File: src/rtl/hash_seq_pkg.sv
// Shared types and helpers for the hash memory sequencer: state encoding,
// hash geometry and the word-slice accessor used on packed hash vectors.
package hash_seq_pkg;

  localparam int unsigned HASH_WORDS    = 8;
  localparam int unsigned WORD_WIDTH    = 32;
  localparam int unsigned HASH_WIDTH    = HASH_WORDS * WORD_WIDTH;
  localparam int unsigned IDX_WIDTH     = $clog2(HASH_WORDS);
  localparam int unsigned BIT_SEL_WIDTH = $clog2(HASH_WIDTH);

  typedef enum logic [2:0] {
    IDLE,
    LOAD,
    LOAD_DRAIN,
    READY,
    STORE,
    DONE
  } state_t;

  // Word k of a packed hash vector lives at bits [32k+31:32k].
  function automatic logic [WORD_WIDTH-1:0] word_slice(
    input logic [HASH_WIDTH-1:0] vec,
    input logic [IDX_WIDTH-1:0]  idx
  );
    return vec[BIT_SEL_WIDTH'(idx) * BIT_SEL_WIDTH'(WORD_WIDTH) +: WORD_WIDTH];
  endfunction

endpackage

File: src/rtl/hash_word_buffer.sv
// 256-bit hash register with a single word-indexed write port and a
// synchronous clear.
module hash_word_buffer
  import hash_seq_pkg::*;
(
  input  logic                  clock,
  input  logic                  reset,
  input  logic                  clear,
  input  logic                  write_enable,
  input  logic [IDX_WIDTH-1:0]  index,
  input  logic [WORD_WIDTH-1:0] data,
  output logic [HASH_WIDTH-1:0] vector
);

  always_ff @(posedge clock) begin
    if (reset || clear) begin
      vector <= '0;
    end else if (write_enable) begin
      vector[BIT_SEL_WIDTH'(index) * BIT_SEL_WIDTH'(WORD_WIDTH) +: WORD_WIDTH] <= data;
    end
  end

endmodule

File: src/rtl/hash_mem_sequencer.sv
// Sequences the hash register between memory and the compression core: loads
// H0..H7, folds in the working variables and writes the result words back.
module hash_mem_sequencer
  import hash_seq_pkg::*;
#(
  parameter int unsigned HASH_LENGTH    = HASH_WORDS,
  parameter int unsigned ADDR_WIDTH     = 16,
  parameter int unsigned HASH_BASE_ADDR = 0,
  parameter int unsigned OUT_BASE_ADDR  = 16
) (
  input  logic                  clock,
  input  logic                  reset,
  input  logic                  start,
  input  logic                  store_start,
  input  logic [HASH_WIDTH-1:0] working_vector,
  input  logic [WORD_WIDTH-1:0] hash_mem_read_data,
  output logic [ADDR_WIDTH-1:0] hash_mem_address,
  output logic                  hash_mem_write_enable,
  output logic [WORD_WIDTH-1:0] hash_mem_write_data,
  output logic [HASH_WIDTH-1:0] hash_vector,
  output logic                  hash_valid,
  output logic                  busy,
  output logic                  store_done
);

  localparam int unsigned          CNT_WIDTH = $clog2(HASH_LENGTH);
  localparam logic [CNT_WIDTH-1:0] LAST_IDX  = CNT_WIDTH'(HASH_LENGTH - 1);

  function automatic logic [ADDR_WIDTH-1:0] load_addr(input logic [CNT_WIDTH-1:0] idx);
    return ADDR_WIDTH'(HASH_BASE_ADDR + 32'(idx));
  endfunction

  function automatic logic [ADDR_WIDTH-1:0] out_addr(input logic [CNT_WIDTH-1:0] idx);
    return ADDR_WIDTH'(OUT_BASE_ADDR + 32'(idx));
  endfunction

  state_t                 state, state_nxt;
  logic [CNT_WIDTH-1:0]   count, count_nxt;
  logic [ADDR_WIDTH-1:0]  address_nxt;
  logic                   write_enable_nxt;
  logic [WORD_WIDTH-1:0]  write_data_nxt;
  logic                   valid_nxt;
  logic                   done_nxt;
  logic                   busy_nxt;

  logic                   buf_we;
  logic                   buf_clear;
  logic [CNT_WIDTH-1:0]   buf_idx;
  logic [WORD_WIDTH-1:0]  buf_data;

  // Write outputs are registered, so the sum is formed for the word about to
  // be presented: word 0 on entry to STORE, word count+1 while storing.
  logic [CNT_WIDTH-1:0]   sum_idx;
  logic [WORD_WIDTH-1:0]  sum;

  assign sum_idx = (state == STORE) ? CNT_WIDTH'(count + 1'b1) : '0;
  assign sum     = word_slice(hash_vector, IDX_WIDTH'(sum_idx))
                 + word_slice(working_vector, IDX_WIDTH'(sum_idx));

  hash_word_buffer u_buffer (
    .clock        (clock),
    .reset        (reset),
    .clear        (buf_clear),
    .write_enable (buf_we),
    .index        (IDX_WIDTH'(buf_idx)),
    .data         (buf_data),
    .vector       (hash_vector)
  );

  always_ff @(posedge clock) begin
    if (reset) begin
      state                 <= IDLE;
      count                 <= '0;
      hash_mem_address      <= '0;
      hash_mem_write_enable <= 1'b0;
      hash_mem_write_data   <= '0;
      hash_valid            <= 1'b0;
      busy                  <= 1'b0;
      store_done            <= 1'b0;
    end else begin
      state                 <= state_nxt;
      count                 <= count_nxt;
      hash_mem_address      <= address_nxt;
      hash_mem_write_enable <= write_enable_nxt;
      hash_mem_write_data   <= write_data_nxt;
      hash_valid            <= valid_nxt;
      busy                  <= busy_nxt;
      store_done            <= done_nxt;
    end
  end

  always_comb begin
    state_nxt        = state;
    count_nxt        = count;
    address_nxt      = hash_mem_address;
    write_enable_nxt = 1'b0;
    write_data_nxt   = hash_mem_write_data;
    valid_nxt        = hash_valid;
    done_nxt         = 1'b0;
    busy_nxt         = 1'b0;
    buf_we           = 1'b0;
    buf_clear        = 1'b0;
    buf_idx          = count;
    buf_data         = hash_mem_read_data;

    case (state)
      IDLE: begin
        if (start) begin
          state_nxt   = LOAD;
          count_nxt   = '0;
          address_nxt = load_addr('0);
          valid_nxt   = 1'b0;
          buf_clear   = 1'b1;
        end
      end
      LOAD: begin
        // Read data lags the address by one cycle, so capture the previous word.
        if (count != '0) begin
          buf_we  = 1'b1;
          buf_idx = CNT_WIDTH'(count - 1'b1);
        end
        if (count == LAST_IDX) begin
          state_nxt = LOAD_DRAIN;
        end else begin
          count_nxt   = CNT_WIDTH'(count + 1'b1);
          address_nxt = load_addr(CNT_WIDTH'(count + 1'b1));
        end
      end
      LOAD_DRAIN: begin
        buf_we    = 1'b1;
        buf_idx   = LAST_IDX;
        state_nxt = READY;
        valid_nxt = 1'b1;
      end
      READY: begin
        if (store_start) begin
          state_nxt        = STORE;
          count_nxt        = '0;
          buf_we           = 1'b1;
          buf_idx          = '0;
          buf_data         = sum;
          write_enable_nxt = 1'b1;
          address_nxt      = out_addr('0);
          write_data_nxt   = sum;
        end else if (start) begin
          state_nxt   = LOAD;
          count_nxt   = '0;
          address_nxt = load_addr('0);
          valid_nxt   = 1'b0;
          buf_clear   = 1'b1;
        end
      end
      STORE: begin
        if (count == LAST_IDX) begin
          state_nxt = DONE;
          done_nxt  = 1'b1;
        end else begin
          count_nxt        = sum_idx;
          buf_we           = 1'b1;
          buf_idx          = sum_idx;
          buf_data         = sum;
          write_enable_nxt = 1'b1;
          address_nxt      = out_addr(sum_idx);
          write_data_nxt   = sum;
        end
      end
      DONE: begin
        state_nxt = READY;
      end
      default: begin
        state_nxt = IDLE;
      end
    endcase

    busy_nxt = (state_nxt == LOAD) || (state_nxt == LOAD_DRAIN) || (state_nxt == STORE);
  end

endmodule

File: config.mk
export PLATFORM = sky130hd
export DESIGN_NAME = hash_mem_sequencer
export DESIGN_NICKNAME = d
export VERILOG_FILES = /design/src/rtl/hash_seq_pkg.sv /design/src/rtl/hash_word_buffer.sv /design/src/rtl/hash_mem_sequencer.sv
export SDC_FILE = /design/constraint.sdc
export NUM_CORES = 1
export LEC_CHECK = 0
export ABC_AREA = 1
export CORE_AREA = 2 2 233 235
export CTS_CLUSTER_DIAMETER = 50
export DETAILED_ROUTE_END_ITERATION = 8
export DIE_AREA = 0 0 235 237
export DONT_BUFFER_PORTS = 1
export SLEW_MARGIN = 20
export SYNTH_ARGS = -nofsm -noshare
export SYNTH_HDL_FRONTEND = slang
export SYNTH_SLANG_ARGS = --single-unit
File: constraint.sdc
create_clock -name clock -period 13 [get_ports clock]
set_input_delay 2.6 -clock clock [delete_from_list [all_inputs] [get_ports clock]]
set_output_delay 2.6 -clock clock [all_outputs]
set_load 0.01 [all_outputs]
======== Yosys cells after proc, flatten, opt, wreduce, memory -nomap -nowiden ========
Index checks and enable logic that the tools add are counted.
storage, ports and cells
  flip-flop bits (word level) ............. 314
  bits of input ports ..................... 292
  output and inout bits ................... 308
  logic and storage cells ................. 84
operators by class
  $add $sub $neg .......................... 5
  equal/unequal tests ..................... 13
  shift operators ......................... 4
  muxes and demuxes ....................... 38
  bitwise gates (word level) .............. 1
  reductions and logical operators ........ 14
operators by type and width
  kind                       count
  $shiftx 256x9->32          2
  $bwmux 256                 1
  $shift 32x10->256 const A  1
  $shiftx 32x10->256         1
  $mux 32                    4
  $pmux 32 s2                2
  $mux 16                    4
  $pmux 16 s4                1
  $mux 3                     11
  $add 32x32->32             1
  $pmux 3 s4                 2
  $pmux 3 s5                 1
  $eq 3x3->1 const B         4
  $neg 8->10                 1
  $eq 3x2->1 const B         3
  $mux 1                     8
  $ne 2x2->1 const B         4
  $add 5x3->6 const A        1
  $eq 3x1->1 const B         2
  $reduce_and 3->1           2
  $reduce_bool 3->1          2
  $pmux 1 s2                 2
  $pmux 1 s4                 1
  $reduce_and 2->1           2
  9 further kinds            12

======== Logic depth before layout (Yosys ltp) ========
  depth in word-level cells ............... 8
  gate-level depth with buffers ........... 31
  mapped depth without buffers ............ 27

======== Modules after synthesis ========
From an unflattened synthesis, not the netlist that was laid out.
unflattened totals
  cell total of the unflattened synthesis .. 3282
  area total of the unflattened synthesis .. 20209.4 sq um
by module, submodules not included
  module              times used  cells each  area each (sq um)  sequential area each (sq um)
  hash_word_buffer    1           1708        11110.7            5124.9
  hash_mem_sequencer  1           1574        9098.7             1161.1

======== Worst setup path before layout ========
Ideal clock, no wire load.
  path kind ............................... in2reg
  start point ............................. input port working_vector[96]
  end point ............................... register u_buffer.vector[110]
  setup time .............................. 116 ps
  arrival time ............................ 4927 ps
  data required time ...................... 12884 ps
  setup slack ............................. 7957 ps
  stages .................................. 17
  path buffers ............................ 0
  path through ............................ a221oi_1 o31ai_1 ha_1 fa_1 nand2_1 nand2_1 o21ai_0 o21ai_0 nand2_1 nand2_1 or2_2 nand3_1 nand2_1 nand3_1 nand2_1 inv_1 nor2_1
between the ends
  longest elaborated chain between the ends .. 6
  elaborated cells on any way between the ends .. 7
  those cells by class .................... add/sub (1); shift (2); mux (4)
ends and longest elaborated chain
  element                         RTL line                                              source
  start: declaration              hash_mem_sequencer.sv:15                              input logic [HASH_WIDTH-1:0] working_vector,
  $shiftx 256x9->32 *             hash_seq_pkg.sv:25                                    return vec[BIT_SEL_WIDTH'(idx) * BIT_SEL_WIDTH'(WORD_WIDTH) +: WORD_WIDTH];
  $add 32x32->32 *                hash_mem_sequencer.sv:58                              + word_slice(working_vector, IDX_WIDTH'(sum_idx));
  $mux 32 (on tied branches)      hash_mem_sequencer.sv:154, hash_mem_sequencer.sv:136
  $pmux 32 s2 *                   hash_mem_sequencer.sv:106                             case (state)
  $shiftx 32x10->256 *            hash_word_buffer.sv:19                                vector[BIT_SEL_WIDTH'(index) * BIT_SEL_WIDTH'(WORD_WIDTH) +: WORD_WIDTH] <= data;
  $bwmux 256 *                    hash_word_buffer.sv:19
  end signal: indexed assignment  hash_word_buffer.sv:19
  end: declaration                hash_word_buffer.sv:12                                output logic [HASH_WIDTH-1:0] vector
Every way passes the cells marked *; elsewhere a longest branch is shown, timed or not.
A chain may end at the register's enable or synchronous reset.

======== Final worst setup path ========
  start point ............................. register state[0]
  end point ............................... register u_buffer.vector[166]
between the ends
  longest elaborated chain between the ends .. 8
  elaborated cells on any way between the ends .. 21
  those cells by class .................... add/sub (2); eq/ne (4); shift (4); mux (9); reduce/logical (2)
ends and longest elaborated chain
  element                     RTL line                                              source
  start: declaration          hash_mem_sequencer.sv:37                              state_t state, state_nxt;
  start signal: assignment    hash_mem_sequencer.sv:81                              state <= state_nxt;
  $eq 3x3->1                  hash_mem_sequencer.sv:56, hash_mem_sequencer.sv:106
  $mux 3                      hash_mem_sequencer.sv:56                              assign sum_idx = (state == STORE) ? CNT_WIDTH'(count + 1'b1) : '0;
  $shiftx 256x9->32           hash_seq_pkg.sv:25
  $add 32x32->32              hash_mem_sequencer.sv:58
  $mux 32 (on tied branches)  hash_mem_sequencer.sv:154, hash_mem_sequencer.sv:136
  $pmux 32 s2                 hash_mem_sequencer.sv:106
  $shiftx 32x10->256          hash_word_buffer.sv:19
  $bwmux 256                  hash_word_buffer.sv:19
Parallel ways exist; a longest one is shown, timed or not.

==> flow_summary.html <==
<table>
<tr><th>Metric</th><th>Value</th></tr>
<tr><th colspan="2">Status</th></tr>
<tr><td>Outcome</td><td>finished, final reports clean</td></tr>
<tr><th colspan="2">STA</th></tr>
<tr><td>Final worst path period share</td><td>0.5163</td></tr>
<tr><td>Endpoints failing hold</td><td>0</td></tr>
<tr><td>Period minus WS final</td><td>6712 ps</td></tr>
<tr><td>Total Negative Setup Slacks</td><td>0 ps</td></tr>
<tr><td>WHS</td><td>about 500 ps</td></tr>
<tr><td>Final slew viol count</td><td>0</td></tr>
<tr><td>Pin slew with the least headroom to its limit</td><td>about 1200 ps</td></tr>
<tr><td>Setup repair after global routing missed its margin</td><td>false</td></tr>
<tr><td>Worst slew slack as a fraction of its limit</td><td>0.2231</td></tr>
<tr><td>Final setup violation count</td><td>0</td></tr>
<tr><td>Largest clock skew in the final design</td><td>approximately 56 ps</td></tr>
<tr><td>Worst setup margin</td><td>6288 ps</td></tr>
<tr><td>Maximum frequency from static timing analysis</td><td>between 100 and 150 MHz</td></tr>
<tr><th colspan="2">Clocking</th></tr>
<tr><td>Num CTS Buffers</td><td>between 40 and 50</td></tr>
<tr><td>Clock latency on the worst-skew pair</td><td>approximately 610 ps</td></tr>
<tr><td>Postcts setup bufs</td><td>0</td></tr>
<tr><td>CTS root buffer</td><td>sky130_fd_sc_hd__clkbuf_16</td></tr>
<tr><td>CTS-repair resized insts</td><td>0</td></tr>
<tr><td>H-tree levels</td><td>2</td></tr>
<tr><td>Quantity of hold-fixing buffers added after cts</td><td>0</td></tr>
<tr><td>Clock tree from TritonCTS</td><td>yes</td></tr>
<tr><td>Post-CTS clock slew at the launch and capture registers of the worst setup and hold paths</td><td>roughly 60 ps</td></tr>
<tr><td>Sink Count</td><td>approximately 310</td></tr>
<tr><td>Max Root-Sink Buffers</td><td>3</td></tr>
<tr><th colspan="2">Flow run</th></tr>
<tr><td>Max-cap violation count</td><td>0</td></tr>
<tr><th colspan="2">Synth</th></tr>
<tr><td>Post-Synthesis Cell Area</td><td>between 0.015 and 0.02 mm2</td></tr>
<tr><td>Simple-gate share of the synthesized area</td><td>0.2554</td></tr>
<tr><td>Xor/xnor cell area share of the yosys netlist</td><td>0.006183</td></tr>
<tr><td>Share of Yosys cell area claimed by the top area cell type</td><td>0.3414</td></tr>
<tr><td>Area fraction in compound gates after synthesis</td><td>0.2667</td></tr>
<tr><td>Cell variety after synth</td><td>between 40 and 50</td></tr>
<tr><td>Sequential fraction of the synthesis area</td><td>0.3414</td></tr>
<tr><td>Top-count cell post-synth</td><td>sky130_fd_sc_hd__nand2_1</td></tr>
<tr><td>Mux share of post-synthesis cell area</td><td>0</td></tr>
<tr><td>Yosys reg bits</td><td>314</td></tr>
<tr><td>Cells taking the most area after synthesis</td><td>sky130_fd_sc_hd__dfxtp_1 34%, sky130_fd_sc_hd__nand2_1 12%, sky130_fd_sc_hd__o21ai_0 9.5%</td></tr>
<tr><td>Main combinational cell family by area after synthesis</td><td>compound AO/OA/AOI/OAI gates</td></tr>
<tr><td>Synth area leader</td><td>sky130_fd_sc_hd__dfxtp_1</td></tr>
<tr><td>Synth Area per Inst</td><td>~6.5 um2</td></tr>
<tr><td>Area share of fa/ha/maj cells after synthesis</td><td>0.02759</td></tr>
<tr><td>EDFF count, synth</td><td>0</td></tr>
<tr><td>Post-synth ARST share</td><td>0</td></tr>
<tr><td>Top_reg_cell synth</td><td>sky130_fd_sc_hd__dfxtp_1</td></tr>
<tr><td>Leading cell types by count after synthesis</td><td>565 x sky130_fd_sc_hd__nand2_1, 401 x sky130_fd_sc_hd__nor2_1, 349 x sky130_fd_sc_hd__o21ai_0</td></tr>
<tr><td>Warnings, synthesis</td><td>0</td></tr>
<tr><td>Cells after synthesis</td><td>between 2k and 3k</td></tr>
<tr><td>Net count of the mapped netlist</td><td>around 3.2k</td></tr>
<tr><th colspan="2">Placement</th></tr>
<tr><td>Post-DP HPWL</td><td>about 82,000 um</td></tr>
<tr><td>Last weighted congestion value of the routability-driven placer</td><td>roughly 1.0</td></tr>
<tr><td>Worst slack after detailed placement</td><td>around 6200 ps</td></tr>
<tr><td>Post-Place Cell Area</td><td>0.01863 mm2</td></tr>
<tr><td>Total of buffers placed on input and output ports</td><td>0</td></tr>
<tr><th colspan="2">Pwr</th></tr>
<tr><td>IR drop worst, VDD</td><td>between 0.09 and 0.1 mV</td></tr>
<tr><td>Final total power</td><td>0.002371 W</td></tr>
<tr><td>Leakage power</td><td>9.078 nW</td></tr>
<tr><td>Power density of the placed cells</td><td>between 100 and 150 mW/mm2</td></tr>
<tr><th colspan="2">Cells and area</th></tr>
<tr><td>Cell area after layout</td><td>between 0.02 and 0.025 mm2</td></tr>
<tr><td>Area taken by flip-flops and latches</td><td>roughly 0.0063 mm2</td></tr>
<tr><td>Proportion of layout cells with a drive suffix above 1</td><td>0.05121</td></tr>
<tr><td>Synthesis-to-layout area growth</td><td>9.648%</td></tr>
<tr><td>Net count of the finished layout</td><td>approximately 3.0k</td></tr>
<tr><td>Area occupied by multi-input gates</td><td>roughly 0.010 mm2</td></tr>
<tr><td>Fill cells</td><td>5,726</td></tr>
<tr><th colspan="2">Routing</th></tr>
<tr><td>Remaining antenna violation count</td><td>0</td></tr>
<tr><td>Total routed wirelength</td><td>~110,000 um</td></tr>
<tr><td>Number of design-rule violations left by the first detailed-router iteration</td><td>approximately 2.6k</td></tr>
<tr><td>Average via count per standard cell</td><td>6.048</td></tr>
<tr><td>Top layer in use</td><td>met5</td></tr>
<tr><td>Remaining routing DRC violations</td><td>0</td></tr>
<tr><td>DRT met1 WL</td><td>between 40,000 and 50,000 um</td></tr>
<tr><td>Routed wl met2</td><td>between 50,000 and 60,000 um</td></tr>
<tr><td>Total via count after detailed routing</td><td>~21k</td></tr>
<tr><td>Wire length per cell after detailed routing</td><td>approximately 31 um</td></tr>
<tr><td>Routed wire length on met3</td><td>between 10,000 and 15,000 um</td></tr>
<tr><td>First drt pass iteration count</td><td>6</td></tr>
<tr><th colspan="2">Die</th></tr>
<tr><td>Vertical die dimension</td><td>237 um</td></tr>
<tr><td>IO Pins</td><td>600</td></tr>
<tr><td>Total Die Area</td><td>between 0.05 and 0.06 mm2</td></tr>
<tr><td>Core area</td><td>~0.053 mm2</td></tr>
<tr><td>Row count</td><td>between 80 and 90</td></tr>
<tr><td>Initial core utilization</td><td>0.3456</td></tr>
<tr><td>Die Wd</td><td>between 200 and 250 um</td></tr>
<tr><th colspan="2">Critical path</th></tr>
<tr><td>Data required time at the worst endpoint</td><td>13,540 ps</td></tr>
<tr><td>Kind of start point of the critical path</td><td>flop</td></tr>
<tr><td>Crit Reg-Reg Startpoint</td><td>state[0]</td></tr>
<tr><td>Worst path arrival time</td><td>just over 7000 ps</td></tr>
<tr><td>Launching instance or port of the critical path</td><td>state[0]</td></tr>
<tr><td>Maximum fanout along the worst path</td><td>74</td></tr>
<tr><td>Class of the most critical setup path</td><td>flop to flop</td></tr>
<tr><td>Kind of capture point of the worst setup path</td><td>flop</td></tr>
<tr><th colspan="2">Global routing</th></tr>
<tr><td>GRT Resource Usage Total</td><td>0.3704</td></tr>
<tr><td>First-pass GRT wire length</td><td>roughly 150,000 um</td></tr>
<tr><td>Vias in the first global route</td><td>19.11k</td></tr>
<tr><td>Number of antenna violations at the first check in global routing</td><td>28</td></tr>
<tr><td>Pin count of the biggest net entering global routing</td><td>133</td></tr>
<tr><td>Total global routing overflow</td><td>0</td></tr>
<tr><th colspan="2">Hold path</th></tr>
<tr><td>Worst min-delay path startpoint</td><td>hash_mem_address[8]</td></tr>
<tr><td>Type of the most critical hold path</td><td>flop to flop</td></tr>
</table>
==> per-layer routing <==
metal | vias to the layer above | global-route usage
met5 | - | 0
met4 | 8 | 0.1511
met3 | 193 | 0.1321
met2 | 1272 | 0.6130
met1 | 10090 | 0.4348
li1 | 9340 | -
==> flip-flops by register name (all words and copies together), names as in the netlist <==
register / count
u_buffer.vector: 256
hash_mem_write_data: 32
hash_mem_address: 16
count: 3
state: 3
busy: 1
hash_mem_write_enable: 1
hash_valid: 1
store_done: 1
==> power by group <==
part	internal (W)	switching, W	leakage, nW	total, W
combinational	0.0000378	0.000124	5.83	0.000162
clock	0.000730	0.000512	0.718	0.00124
sequential	0.000964	0.00000270	2.53	0.000967
==> area by class of cell <==
cell class              count  share of cell area
diodes                     26            0.003222
multi-input cells        2053              0.5090
repair buffers             21            0.009047
clock inverters            23             0.01419
well taps                 696             0.04313
inverters                 266             0.05007
flip-flops and latches    314              0.3113
clock buffers              57             0.05998
==> cell families (layout without fill, tap and decap cells) <==
| family | after synthesis | in the layout |
|---|---|---|
| xor+xnor | 13 | 13 |
| fa+ha+maj | 40 | 40 |
| simple gates | 1154 | 1154 |
| flops | 314 | 314 |
| other cells | 0 | 26 |
| compound gates | 846 | 846 |
| buf+inv | 470 | 367 |
==> worst paths after layout <==
| path | depth (start not counted) | slack (ps) | end |
|---|---|---|---|
| hold reg to reg | 2 | 500 | hash_mem_address[8] |
| setup / recovery | 18 | 6290 | u_buffer.vector[166] |
| hold / removal | 2 | 500 | hash_mem_address[8] |
| setup reg to reg | 18 | 6290 | u_buffer.vector[166] |
==> cells in the final DEF (no fill, tap or decap), types with 4 or more instances in the layout <==
cell type                    Yosys  routed
sky130_fd_sc_hd__nand2_1       565     565
sky130_fd_sc_hd__nor2_1        401     401
sky130_fd_sc_hd__o21ai_0       349     348
sky130_fd_sc_hd__dfxtp_1       314     314
sky130_fd_sc_hd__inv_1         250     247
sky130_fd_sc_hd__a21oi_1       220     220
sky130_fd_sc_hd__nand3_1       129     126
sky130_fd_sc_hd__a221oi_1       94      94
sky130_fd_sc_hd__o31ai_1        47      47
sky130_fd_sc_hd__clkbuf_16       0      45
sky130_fd_sc_hd__o22ai_1        41      41
sky130_fd_sc_hd__ha_1           39      39
sky130_fd_sc_hd__o21ai_1        30      31
sky130_fd_sc_hd__diode_2         0      26
sky130_fd_sc_hd__a31oi_1        23      23
sky130_fd_sc_hd__buf_4          11      19
sky130_fd_sc_hd__inv_2          14      14
sky130_fd_sc_hd__o31a_1         14      14
sky130_fd_sc_hd__nand4_1        13      13
sky130_fd_sc_hd__xor2_1         12      12
sky130_fd_sc_hd__nor3_1         11      11
sky130_fd_sc_hd__o211ai_1       10      10
sky130_fd_sc_hd__clkbuf_1      126       8
sky130_fd_sc_hd__nand3_2         7       7
sky130_fd_sc_hd__clkinv_2        0       7
sky130_fd_sc_hd__or2_2           6       6
sky130_fd_sc_hd__o21bai_1        6       6
sky130_fd_sc_hd__nand3b_1        5       5
sky130_fd_sc_hd__clkinvlp_4      0       5
sky130_fd_sc_hd__nand3_4         1       4
sky130_fd_sc_hd__nor2_4          3       4
sky130_fd_sc_hd__inv_6           0       4
sky130_fd_sc_hd__clkbuf_8        0       4
==> worst max-delay path, stage by stage (launching register included) <==
cell and delay, ps:
sky130_fd_sc_hd__dfxtp_1 370, sky130_fd_sc_hd__nor2_2 590, sky130_fd_sc_hd__nand3_4 580, sky130_fd_sc_hd__inv_4 690
sky130_fd_sc_hd__buf_4 870, sky130_fd_sc_hd__a221oi_1 110, sky130_fd_sc_hd__o31ai_1 740, sky130_fd_sc_hd__fa_1 380
sky130_fd_sc_hd__nand2_1 100, sky130_fd_sc_hd__nand2_1 70, sky130_fd_sc_hd__o21ai_0 150, sky130_fd_sc_hd__o21ai_0 450
sky130_fd_sc_hd__xor2_1 200, sky130_fd_sc_hd__nand2_1 100, sky130_fd_sc_hd__o21ai_0 460, sky130_fd_sc_hd__inv_1 220
sky130_fd_sc_hd__nor3_2 220, sky130_fd_sc_hd__nor2_1 60, sky130_fd_sc_hd__nor2_1 140
==> per-stage QoR <==
| stage | util | instances |
|---|---|---|
| floorplan | - | 2837 |
| global placement | 0.3496 | 3350 |
| detailed placement | 0.3496 | 3350 |
| CTS | 0.3777 | 3430 |
| global route | 0.3785 | 3446 |
| finish | 0.3790 | 3456 |
Power figures use the tool's default switching activity.
